## src/rtl/conv_encoder_frame.sv

```systemverilog
// conv_encoder_frame
// Rate-1/2, constraint-length-3 convolutional encoder feeding viterbi_decoder_top.
// Each accepted byte is encoded serially, one bit per clock, MSB first. The
// completed 16-bit codeword is held on data_out until the next codeword is done.
//
// Ports:
//   clk         system clock, rising edge
//   rst         asynchronous reset, active-low
//   in_data     byte to encode (must be held by the source while busy)
//   in_valid    in_data valid
//   in_ready    encoder can accept a byte (IDLE)
//   data_out    last completed codeword, bit pair k at [15-2k:14-2k]
//   out_valid   one-cycle pulse when data_out updates
//   busy        encoding in progress
//   frame_count completed codewords, mod 256
module conv_encoder_frame #(
    parameter bit       TERMINATE = 1'b1,
    parameter bit [2:0] G0        = 3'b111,
    parameter bit [2:0] G1        = 3'b101
) (
    input  logic        clk,
    input  logic        rst,
    input  logic [7:0]  in_data,
    input  logic        in_valid,
    output logic        in_ready,
    output logic [15:0] data_out,
    output logic        out_valid,
    output logic        busy,
    output logic [7:0]  frame_count
);

    typedef enum logic [0:0] {StIdle, StEnc} state_e;

    state_e      state_q, state_d;
    logic [7:0]  shreg_q, shreg_d;
    logic [15:0] acc_q, acc_d;
    logic [2:0]  cnt_q, cnt_d;
    logic        s1_q, s1_d;
    logic        s2_q, s2_d;
    logic [15:0] data_out_q, data_out_d;
    logic        out_valid_q, out_valid_d;
    logic [7:0]  frame_count_q, frame_count_d;

    logic       bit_cur;
    logic [2:0] taps;
    logic       c0;
    logic       c1;

    assign bit_cur = shreg_q[7];
    // Tap vector ordered so the generator MSB multiplies the current bit.
    assign taps    = {bit_cur, s1_q, s2_q};
    assign c0      = ^(G0 & taps);
    assign c1      = ^(G1 & taps);

    always_comb begin
        state_d       = state_q;
        shreg_d       = shreg_q;
        acc_d         = acc_q;
        cnt_d         = cnt_q;
        s1_d          = s1_q;
        s2_d          = s2_q;
        data_out_d    = data_out_q;
        out_valid_d   = 1'b0;
        frame_count_d = frame_count_q;

        unique case (state_q)
            StIdle: begin
                if (in_valid) begin
                    shreg_d = in_data;
                    cnt_d   = 3'd0;
                    state_d = StEnc;
                    if (TERMINATE) begin
                        s1_d = 1'b0;
                        s2_d = 1'b0;
                    end
                end
            end
            StEnc: begin
                // in_valid is ignored here; the source holds the byte.
                shreg_d = {shreg_q[6:0], 1'b0};
                acc_d   = {acc_q[13:0], c0, c1};
                s2_d    = s1_q;
                s1_d    = bit_cur;
                cnt_d   = cnt_q + 3'd1;
                if (cnt_q == 3'd7) begin
                    // Publish the full accumulator including this edge's pair.
                    data_out_d    = {acc_q[13:0], c0, c1};
                    out_valid_d   = 1'b1;
                    frame_count_d = frame_count_q + 8'd1;
                    state_d       = StIdle;
                end
            end
            default: state_d = StIdle;
        endcase
    end

    always_ff @(posedge clk or negedge rst) begin
        if (!rst) begin
            state_q       <= StIdle;
            shreg_q       <= 8'h00;
            acc_q         <= 16'h0000;
            cnt_q         <= 3'd0;
            s1_q          <= 1'b0;
            s2_q          <= 1'b0;
            data_out_q    <= 16'h0000;
            out_valid_q   <= 1'b0;
            frame_count_q <= 8'h00;
        end else begin
            state_q       <= state_d;
            shreg_q       <= shreg_d;
            acc_q         <= acc_d;
            cnt_q         <= cnt_d;
            s1_q          <= s1_d;
            s2_q          <= s2_d;
            data_out_q    <= data_out_d;
            out_valid_q   <= out_valid_d;
            frame_count_q <= frame_count_d;
        end
    end

    assign in_ready    = (state_q == StIdle);
    assign busy        = (state_q == StEnc);
    assign data_out    = data_out_q;
    assign out_valid   = out_valid_q;
    assign frame_count = frame_count_q;

endmodule

```

## config.mk

```make
export PLATFORM = sky130hd
export DESIGN_NAME = conv_encoder_frame
export DESIGN_NICKNAME = d
export VERILOG_FILES = /design/src/rtl/conv_encoder_frame.sv
export SDC_FILE = /design/constraint.sdc
export NUM_CORES = 1
export LEC_CHECK = 0
export CAP_MARGIN = 20
export CORE_AREA = 2 2 75 63
export CTS_CLUSTER_DIAMETER = 80
export CTS_CLUSTER_SIZE = 16
export DETAILED_ROUTE_END_ITERATION = 10
export DIE_AREA = 0 0 77 65
export GPL_ROUTABILITY_DRIVEN = 0
export HOLD_SLACK_MARGIN = 0.08
export PLACE_DENSITY = 0.76
export SLEW_MARGIN = 10
export SYNTH_ARGS = -nofsm -noshare
export SYNTH_HDL_FRONTEND = slang
export SYNTH_SLANG_ARGS = --single-unit
```

## constraint.sdc

```tcl
create_clock -name clk -period 1.97 [get_ports clk]
set_clock_uncertainty 0.15 [all_clocks]
set_input_delay 0.394 -clock clk [delete_from_list [all_inputs] [get_ports clk]]
set_output_delay 0.394 -clock clk [all_outputs]
set_load 0.01 [all_outputs]
```

==> results of run 1 <==
==> layer usage <==
metal | share of wire | global-route usage
met5 | 0 | 0
met4 | 0.0037 | 0.0268
met3 | 0.042 | 0.0543
met2 | 0.49 | 0.271
met1 | 0.46 | 0.211
==> power by group <==
| group | switching [mW] | internal [mW] |
|---|---|---|
| Sequential | 0.307 | 1.55 |
| Combinational | 0.630 | 0.952 |
| Clock | 0.309 | 0.279 |
| Total | 1.25 | 2.78 |
==> cells by family (layout without fill, tap and decap cells) <==
kind of cell	count (synthesis)	in the layout
flip-flops	53	53
XOR/XNOR	9	9
buffers and inverters	10	54
multiplexers	37	37
AO/OA/AOI/OAI	14	14
adder cells (fa/ha/maj)	3	3
AND/OR/NAND/NOR	22	22
==> state kept, by name, summed over array words and instances (netlist names) <==
name	flops
acc_q	14
busy	1
cnt_q	3
data_out	16
frame_count	8
out_valid	1
s1_q	1
s2_q	1
shreg_q	8
==> worst max-delay path by stage <==
stage,to,from,cells past startpoint
2_1_floorplan,data_out[3],cnt_q[0],6
3_3_place_gp,frame_count[1],cnt_q[0],5
3_5_place_dp,data_out[6],cnt_q[0],5
4_1_cts,in_ready,busy,2
5_1_grt,in_ready,busy,2
6_report,in_ready,busy,2
==> worst max-delay path, cell delays in order (launching register included) <==
cell             delay, ps
dfrtp_1                410
inv_1                   90
clkdlybuf4s50_1        540
==> what timing repair did <==
item / CTS / global route
buffers inserted: 0 / 1
endpoints found under the hold margin: 20 / 0
setup endpoints to repair: 0 / 11
hold buffers: 1 / 0
gates resized for setup: 0 / 2
==> metrics by stage <==
| stage | std cells | util | worst slack (ps) | instance area, µm² |
|---|---|---|---|---|
| 2_1_floorplan | 148 | - | 264 | 2090 |
| 3_3_place_gp | 243 | 0.583 | 205 | 2540 |
| 3_5_place_dp | 243 | 0.583 | 144 | 2540 |
| 4_1_cts | 251 | 0.606 | 56.7 | 2630 |
| 5_1_grt | 252 | 0.608 | 17.0 | 2640 |
| 6_report | 252 | 0.608 | 97.0 | 2640 |
==> final cells by class <==
cell class,instances,share of cell area
clock buffers,7,0.0327
repair buffers,43,0.161
flip-flops and latches,53,0.502
inverters,4,0.00663
multi-input cells,85,0.270
well taps,60,0.0284
==> cell usage after synthesis <==
master | number | area share
a22o_1 | 4 | 0.017
nand3_1 | 2 | 0.0048
xnor2_1 | 9 | 0.038
nand4_1 | 3 | 0.0090
a21oi_1 | 1 | 0.0024
dfrtp_1 | 53 | 0.64
and4_1 | 1 | 0.0042
inv_1 | 3 | 0.0054
nand2_2 | 1 | 0.0030
inv_2 | 1 | 0.0018
buf_2 | 3 | 0.0072
clkbuf_1 | 1 | 0.0018
nor2_1 | 5 | 0.0090
nand2_1 | 9 | 0.016
mux2i_1 | 8 | 0.038
or3b_1 | 1 | 0.0042
ha_1 | 3 | 0.018
buf_4 | 2 | 0.0072
o21ai_0 | 9 | 0.022
mux2_2 | 29 | 0.16
==> results, run 1 <==
- The number of inserted diodes is 0.
- Across the whole layout, storage elements account for 0.00133 mm².
- The number of cells traversed by the worst register-to-register path is 5.
- The wire length of the first global-routing pass is 6260 µm.
- For this run, the total global-route usage over all layers was measured as 0.162.
- Averaged over all synthesized cells, the footprint is 14.1 µm².
- Of the total synthesized cell area, the portion taken by XOR and XNOR cells is 0.0377.
- Summing over every cut layer, the via total after detailed routing is 1244.
- The library cells used most frequently in the layout, excluding fill and tap cells, are dfrtp_1, clkdlybuf4s50_1, mux2_2.
- The cell area that synthesis handed to floorplanning was 0.00209 mm².
- The latest clock arrival within the worst-skew pair is 290 ps.
- The source of the worst hold timing path is frame_count[7].
- The design draws 4.03 mW.
- The die is 65 µm tall.
- The cell at the root of the clock tree is clkbuf_8.
- The pin count of the biggest net entering global routing is 34.
- The number of max-capacitance violations reported is 0.
- The run finished with clean final reports.
- The wire length per cell after detailed routing is 14.1 µm.
- The count of state elements after synthesis is 53.
- The worst hold slack is 336 ps.
- Detailed placement ended at an HPWL of 2560 µm.
- In this run, distinct cell masters in the synthesized netlist total 20.
- The number of vias per cell is 4.94.
- The net total in the final layout is 206.
- The DRC violation count after routing is 0.
- The area growth from synthesis to layout is 26.6%.
- STA classifies the critical path endpoint as an output port.
- Global routing finished with a remaining overflow of 0.
- The critical path is of the register to output port type.
- The count of pins over their slew limit was 0.
- The count of synthesis-stage warnings from yosys is 0.
- The number of global-route vias before repair is 1311.
- The worst register-to-register path has a setup slack of 200 ps.
- The number of I/O pins is 38.
- The floorplan step set the die width to 77 µm.
- The critical register-to-register path startpoint is cnt_q[0].
- The power density of the placed cells is 1520 mW/mm².
- The initial antenna violation count is 0.
- The portion of the post-synthesis area used by sequential elements is 0.635.
- The first routing iteration left 49 violations.
- The maximum vdd ir drop is 785 µV.
- Along the worst hold path, the cell count comes to 1.
- In this run the remaining antenna-violating nets after routing total 0.
- No sink is reached through more buffers than the 2 on the longest clock path.
- The endpoint identified for the worst register-to-register timing path is data_out[6].
- The portion of the clock cycle consumed by the worst path in the final layout is 0.951.
- Adding up every negative setup slack in the final design gives 0 ps.
- The die outline area is 0.00501 mm².
- The routed design could run at a clock period as short as 1870 ps.
- The most common cell after layout, fill and taps aside is dfrtp_1.
- The share of synthesized area spent on multiplexers is 0.195.
- The count of final hold-check violations is 0.
- The count of buffers inserted at the top-level ports is 37.
- The min-delay analysis places its worst path in the category register to register.
- After floorplanning, the core was sized to cover 0.00435 mm².
- The hold-critical path endpoint is frame_count[7].
- At the worst endpoint, the required time is 1430 ps.
- The basic-gate share of the synthesized area counting and, or, nand and nor cells is 0.0503.
- The critical-path maximum fanout is 3.
- In this run the number of H-tree levels came out at 2.
- The complex-gate fraction of the synthesized area is 0.0407.
- The number of placement rows is 22.
- The count of final setup violators is 0.
- By area, the combinational part of the netlist is dominated by multiplexers.
- The static leakage is 1.18 nW.
- The multi-input combinational cells in the finished layout cover a total of 713 µm².
- Setup repair after global routing left no endpoint under its margin.
- The critical path startpoint category is a register.
- The CTS tree is yes.
- Timing would allow up to 534 MHz.
- The initial cell density of the core is 0.480.
- Synthesis produced a netlist whose cell count is 148.
- The fill cell total of the finished layout is 371.
- Clock-pin slew was measured on the worst setup and hold paths at 90 ps.
- The first detailed-routing pass ran for 4 iterations.
- Headroom to the max-slew limit came out at 0.679.
- The clock net in this run drives a total of 53 sinks.
- The wire length reported by the detailed router is 3540 µm.
- The pin slew with the least headroom to its limit is 481 ps.
- The fraction of final layout cells with drive strength greater than 1 is 0.224.
- The adder-cell share of the synthesized area is 0.0180.
- At the worst endpoint, the arrival time is 1330 ps.
- Clock tree synthesis inserted a total of 5 buffers.
- Counting every net in the synthesized netlist gives 162.
Note: power is estimated with default switching activity, not from simulation.
==> inputs of run 2 (changes only) <==
--- a/config.mk
+++ b/config.mk
@@ -14,6 +14,7 @@
 export GPL_ROUTABILITY_DRIVEN = 0
 export HOLD_SLACK_MARGIN = 0.08
 export PLACE_DENSITY = 0.76
+export SETUP_SLACK_MARGIN = 0.3
 export SLEW_MARGIN = 10
 export SYNTH_ARGS = -nofsm -noshare
 export SYNTH_HDL_FRONTEND = slang
==> run 2 against run 1 <==
Via count increased by 5.9%; clock power grew 19%; sequential share of layout area shrank 2.7 points; highest routed layer unchanged; register-to-register slack improved by 50 ps; core utilization is 3.5 points higher; worst setup slack better by 150 ps.
==> results, run 2 (same netlist as run 1, synthesis figures left out) <==
- The run finished with clean final reports.
- The number of flip-flops under the largest register name is 16 (unchanged).
- The part of the total power dissipated in sequential elements is 0.436 (-0.025).
- The number of vias in the routed layout is 1317 (+5.9%).
- The worst hold path terminates at shreg_q[1].
- The total iterations of the first detailed-routing run is 4 (unchanged).
- The critical register-to-register path startpoint is cnt_q[1].
- The post-place instance area is 0.00254 mm² (+0.20%).
- The die outline area is 0.00501 mm² (unchanged).
- The number of vias per cell is 4.95 (+0.30%).
- The level count of the clock H-tree was 2 (unchanged).
- The count of pins over their slew limit was 0 (unchanged).
- The switching part of the total power is 0.323 (+0.0135).
- The area growth from synthesis to layout is 34.0%.
- The initial detailed-routing violation count came to 69 (+41%).
- The initial cell density of the core is 0.480 (unchanged).
- The fill cell total of the finished layout was 355 (-4.3%).
- The reported net switching power is 1.37 mW (+9.7%).
- The wire length of the first global-routing pass is 6910 µm (+10%).
- The critical path startpoint category is a register.
- The CTS tree is yes.
- The count of final setup violators is 0 (unchanged).
- The number of placement rows is 22 (unchanged).
- The critical path required time was 2010 ps (+580 ps).
- The count of final hold-check violations was 0 (unchanged).
- The endpoint identified for the worst register-to-register timing path is frame_count[7].
- The clock transition at the registers of the reported paths is 80 ps (about the same).
- The post-layout minimum cycle time is 1720 ps (-154 ps).
- The number of max-capacitance violations reported is 0 (unchanged).
- The pin count of the biggest net entering global routing came to 54 (+59%).
- The power density of the placed cells was 1510 mW/mm² (-0.70%).
- The placement-stage worst setup slack is 192 ps (+48.4 ps).
- The static leakage is 1.35 nW (+14%).
- Leaving out fill and tap cells, the most frequent cell in the layout is dfrtp_1.
- The wire length per cell after detailed routing is 15.2 µm (+8.5%).
- The worst hold slack is 336 ps (-0.436 ps).
- The arrival time at the worst endpoint is 1760 ps (+430 ps).
- The pin slew with the least headroom to its limit is 360 ps (-122 ps).
- The DRC violation count after routing is 0 (unchanged).
- The CTS buffer count is 5 (unchanged).
- The all-layer global routing usage is 0.185 (+0.0230).
- The placeable core region was 0.00435 mm² (unchanged).
- The upper clock frequency limit is 582 MHz (+8.9%).
- The remaining global-route overflow was 0 (unchanged).
- The number of inserted diodes is 0 (unchanged).
- The number of I/O pins came to 38 (unchanged).
- The final worst slack is 251 ps (+154 ps).
- The maximum vdd ir drop was 789 µV (+0.50%).
- The number of global-route vias before repair came to 1428 (+8.9%).
- In this run the clock root is driven by a clkbuf_8.
- The setup slack of the most critical reg-to-reg path is 250 ps (+50 ps).
- The worst hold path depth is 2 (+1).
- The combined area of the multi-input logic cells is 757 µm² (+6.1%).
- The number of antenna-violating nets in the routed design is 0 (unchanged).
- The fraction of final layout cells with drive strength greater than 1 came to 0.311 (+0.0867).
- The worst hold path begins at shreg_q[0].
- The maximum buffer depth of the clock tree came to 2 (unchanged).
- The number of cells traversed by the worst register-to-register path is 5 (unchanged).
- The latest clock arrival within the worst-skew pair is 310 ps (+20 ps).
- Leaving out fill and tap cells, the most frequent cells in the layout are dfrtp_1, mux2_2, dlygate4sd2_1, buf_4.
- The combinational share of power is 0.399 (+0.006).
- The type of the most critical hold path is register to register.
- The internal power component is 2.86 mW (+3.0%).
- The count of buffers inserted at the top-level ports is 37 (unchanged).
- The share of total power in the clock network is 0.165 (+0.019).
- The area of all placed cells without fillers was 0.00280 mm² (+5.8%).
- The critical-path maximum fanout is 3 (unchanged).
- The number of standard cells in the final layout excluding fillers came to 266 (+5.6%).
- The x dimension of the die is 77 µm (unchanged).
- The placed wire-length estimate after detailed placement is 2500 µm (-2.6%).
- The headroom to the max-slew limit came to 0.760 (+0.0812).
- The net total in the final layout was 220 (+6.8%).
- The overall die height is 65 µm (unchanged).
- The portion of the clock cycle consumed by the worst path in the final layout is 0.873 (-0.0780).
- The worst setup path is captured at a register.
- The initial antenna violation count is 0 (unchanged).
- The wire length reported by the detailed router is 4060 µm (+14%).
- The final-layout setup total negative slack is 0 ps (unchanged).
- The area of all sequential standard cells was 0.00133 mm² (about the same).
- Setup repair after global routing could not meet its margin everywhere.
- The number of sinks handled by clock tree synthesis is 53 (unchanged).
- The kind of critical path is register to register.
- The cell count after placement is 243 (unchanged).
-- run 2: repair_timing --
item | 4_1_cts | 5_1_grt
pin swaps | 3 | 2
hold buffers | 1 | 0
cloned | 0 | 1
resized for setup | 35 | 6
buffers inserted | 9 | 5
setup endpoints to repair | 39 | 19
endpoints found under the hold margin | 53 | 0
-- run 2: power by group through the flow --
stage                     Combinational, mW  Clock [mW]  Sequential [mW]
after floorplan                       0.868           0             1.90
after global placement                 1.51           0             1.86
after detailed placement               1.57           0             1.89
after CTS                              1.60       0.728             1.84
after global routing                   1.87       0.770             1.91
final                                  1.69       0.699             1.85
-- run 2: worst max-delay path by stage --
stage             start              to  slack [ps]  cells past startpoint
6_report       cnt_q[1]  frame_count[7]         250                      5
5_1_grt        cnt_q[1]  frame_count[7]         210                      5
4_1_cts        cnt_q[1]  frame_count[7]         280                      5
3_5_place_dp   cnt_q[0]     data_out[5]         190                      5
3_3_place_gp   cnt_q[0]  frame_count[7]         250                      5
2_1_floorplan  cnt_q[0]  frame_count[7]         300                      5
-- run 2: cell type report --
cell class              count  share of cell area
multi-input cells          85               0.271
clock buffers               5              0.0246
flip-flops and latches     53               0.475
well taps                  60              0.0268
repair buffers             56               0.178
repair inverters            1             0.00313
inverters                   4             0.00984
clock inverters             2              0.0125
-- run 2: routing by layer --
layer  share of wire  wire length (µm)  track usage
met1            0.43              1760        0.218
met2            0.49              1970        0.302
met3           0.048               195       0.0710
met4           0.031               126       0.0871
met5               0                 0            0
-- run 2: critical path, cell delays in order, from the launching register on --
cell     delay [ps]
dfrtp_1         410
ha_4            170
ha_4            150
and4_4          220
or3b_4          380
xnor2_1         140
-- run 2: through the flow --
step,utilization,power (mW)
after floorplan,-,2.77
after global placement,0.585,3.36
after detailed placement,0.585,3.45
after CTS,0.627,4.17
after global routing,0.643,4.55
final,0.643,4.23
==> inputs of run 3 (changes only) <==
--- a/config.mk
+++ b/config.mk
@@ -6,14 +6,15 @@
 export NUM_CORES = 1
 export LEC_CHECK = 0
 export CAP_MARGIN = 20
-export CORE_AREA = 2 2 75 63
+export CORE_AREA = 2 2 69 58
 export CTS_CLUSTER_DIAMETER = 80
 export CTS_CLUSTER_SIZE = 16
 export DETAILED_ROUTE_END_ITERATION = 10
-export DIE_AREA = 0 0 77 65
+export DIE_AREA = 0 0 71 60
+export DONT_BUFFER_PORTS = 1
 export GPL_ROUTABILITY_DRIVEN = 0
 export HOLD_SLACK_MARGIN = 0.08
-export PLACE_DENSITY = 0.76
+export PLACE_DENSITY = 0.74
 export SETUP_SLACK_MARGIN = 0.3
 export SLEW_MARGIN = 10
 export SYNTH_ARGS = -nofsm -noshare
==> run 3 against run 2 <==
The flow now finishes with violations (hold timing); worst setup slack improved by 29 ps; final cell count decreased by 24%; clock power decreased by 15%; critical path depth unchanged; global-route usage decreased by 2.4 points; count of clock-buffer cells in the layout increased by 2; total power decreased by 9.5%; non-clock buffer count decreased by 48; combinational power decreased by 27%; sequential power increased by 8%.
==> results, run 3 (same netlist as run 1, synthesis figures left out) <==
- The worst setup path is of the register to register kind.
- The pin slew with the least headroom to its limit is 372 ps (+12.5 ps).
- The net total in the final layout is 171 (-22%).
- The number of vias per cell is 5.69 (+15%).
- The number of vias in the routed layout came to 1143 (-13%).
- The number of global-route vias before repair is 1057 (-26%).
- The type of the most critical hold path is input pin to async pin.
- The count of final setup violators is 0 (unchanged).
- The placed wire-length estimate after detailed placement came to 2210 µm (-12%).
- The run finished, with violations left.
- The die outline area is 0.00426 mm² (-15%).
- The number of sinks handled by clock tree synthesis was 53 (unchanged).
- The CTS buffer count is 5 (unchanged).
- The worst setup path is launched from a register.
- The wire length per cell after detailed routing was 17.2 µm (+13%).
- The cell at the root of the clock tree is clkbuf_8.
- The static leakage is 1.06 nW (-21%).
- Setup repair after global routing could not meet its margin everywhere.
- The library cell used most frequently in the layout, excluding fill and tap cells, is dfrtp_1.
- The number of flip-flops under the largest register name is 16 (unchanged).
- The number of cells traversed by the worst register-to-register path came to 5 (unchanged).
- The checks that failed: hold timing.
- The count of buffers inserted at the top-level ports came to 0 (-100%).
- The remaining global-route overflow is 0 (unchanged).
- The initial antenna violation count came to 0 (unchanged).
- The utilization of the core after routing is 0.644 (about the same).
- The headroom to the max-slew limit is 0.751 (-0.00925).
- The wire length of the first global-routing pass is 5170 µm (-25%).
- The x dimension of the die is 71 µm (-7.8%).
- The arrival time at the worst endpoint is 1730 ps (-30 ps).
- The DRC violation count after routing is 0 (unchanged).
- The final-layout setup total negative slack was 0 ps (unchanged).
- The capturing element type of the critical path is a register.
- The level count of the clock H-tree is 2 (unchanged).
- The CTS tree is yes.
- The all-layer global routing usage is 0.161 (-0.0235).
- The count of pins over their slew limit is 0 (unchanged).
- The critical-path maximum fanout came to 3 (unchanged).
- The number of inserted diodes is 0 (unchanged).
- The wire length reported by the detailed router is 3460 µm (-15%).
- The post-layout minimum cycle time is 1690 ps (-29.1 ps).
- The overall die height came to 60 µm (-7.7%).
- The fraction of final layout cells with drive strength greater than 1 is 0.318 (+0.00779).
- The number of I/O pins is 38 (unchanged).
- The upper clock frequency limit is 592 MHz (+1.7%).
- The placeable core region is 0.00363 mm² (-17%).
- The number of max-capacitance violations reported is 0 (unchanged).
- The initial cell density of the core was 0.576 (+0.0954).
- The maximum vdd ir drop came to 671 µV (-15%).
- The pin count of the biggest net entering global routing is 54 (unchanged).
- Compared with the post-synthesis result, the final layout area differs by 11.9%.
- The count of final hold-check violations is 53 (+53).
- The power density of the placed cells is 1640 mW/mm² (+8.3%).
- The library cells used most frequently in the layout, excluding fill and tap cells, are dfrtp_1, mux2_2, xnor2_1, nand2_1, o21ai_0.
- The maximum buffer depth of the clock tree is 2 (unchanged).
- The portion of the clock cycle consumed by the worst path in the final layout is 0.858 (-0.0148).
- The total iterations of the first detailed-routing run came to 3 (-1).
- The number of antenna-violating nets in the routed design came to 0 (unchanged).
- The clock transition at the registers of the reported paths is 90 ps (about the same).
- The critical path required time is 2010 ps (about the same).
- The worst hold slack is -367 ps (-703 ps).
- The latest clock arrival within the worst-skew pair came to 290 ps (-20 ps).
- The number of placement rows was 20 (-9.1%).
- The initial detailed-routing violation count came to 20 (-71%).
run 3: path summary, 6_finish.rpt:
| check | slack [ps] | to | from |
|---|---|---|---|
| worst max-delay path | 280 | frame_count[7] | cnt_q[0] |
| worst min-delay path | -370 | frame_count[3] | rst |
| worst max register to register | 280 | frame_count[7] | cnt_q[0] |
| worst min register to register | 350 | shreg_q[6] | shreg_q[5] |
| max in group asynchronous | 1940 | acc_q[2] | rst |
| min in group clk | 110 | shreg_q[0] | in_data[0] |
run 3: critical path: stages, from the launching register on:
cell     delay, ps
dfrtp_1        370
ha_2           200
ha_4           150
and4_4         220
or3b_1         360
xnor2_1        130
run 3: routing by layer:
| metal | GRT usage | wire [µm] |
|---|---|---|
| met5 | 0 | 0 |
| met1 | 0.203 | 1540 |
| met2 | 0.240 | 1630 |
| met3 | 0.0860 | 278 |
| met4 | 0.0566 | 17 |
run 3: repair_timing:
| item | CTS | global route |
|---|---|---|
| setup endpoints to repair | 14 | 12 |
| resized for setup | 9 | 2 |
| hold endpoints to repair | 53 | 53 |
| pin swaps | 2 | 1 |
| cloned | 0 | 2 |
| setup buffers | 2 | 3 |
run 3: cell type report:
cell class              instances  area, µm²
repair buffers                  8        108
flip-flops and latches         53       1330
clock buffers                   7       86.3
fillers                       266       1290
multi-input cells              85        736
well taps                      44       55.1
inverters                       4       23.8
run 3: per-stage QoR:
stage	std cells	instance area (µm²)	power [mW]	hold slack, ps	worst slack [ps]
floorplan	148	2090	2.77	-51.6	298
global placement	187	2120	2.92	-50.6	225
detailed placement	187	2120	3.00	-50.6	192
CTS	196	2260	3.69	-376	284
global route	201	2340	4.08	-389	233
finish	201	2340	3.83	-367	280
run 3: power by group:
part	leakage, nW	internal [mW]	total, mW	switching [mW]
clock	0.0443	0.279	0.593	0.314
combinational	0.347	0.750	1.23	0.485
sequential	0.672	1.55	2.00	0.448
total	1.06	2.58	3.83	1.25
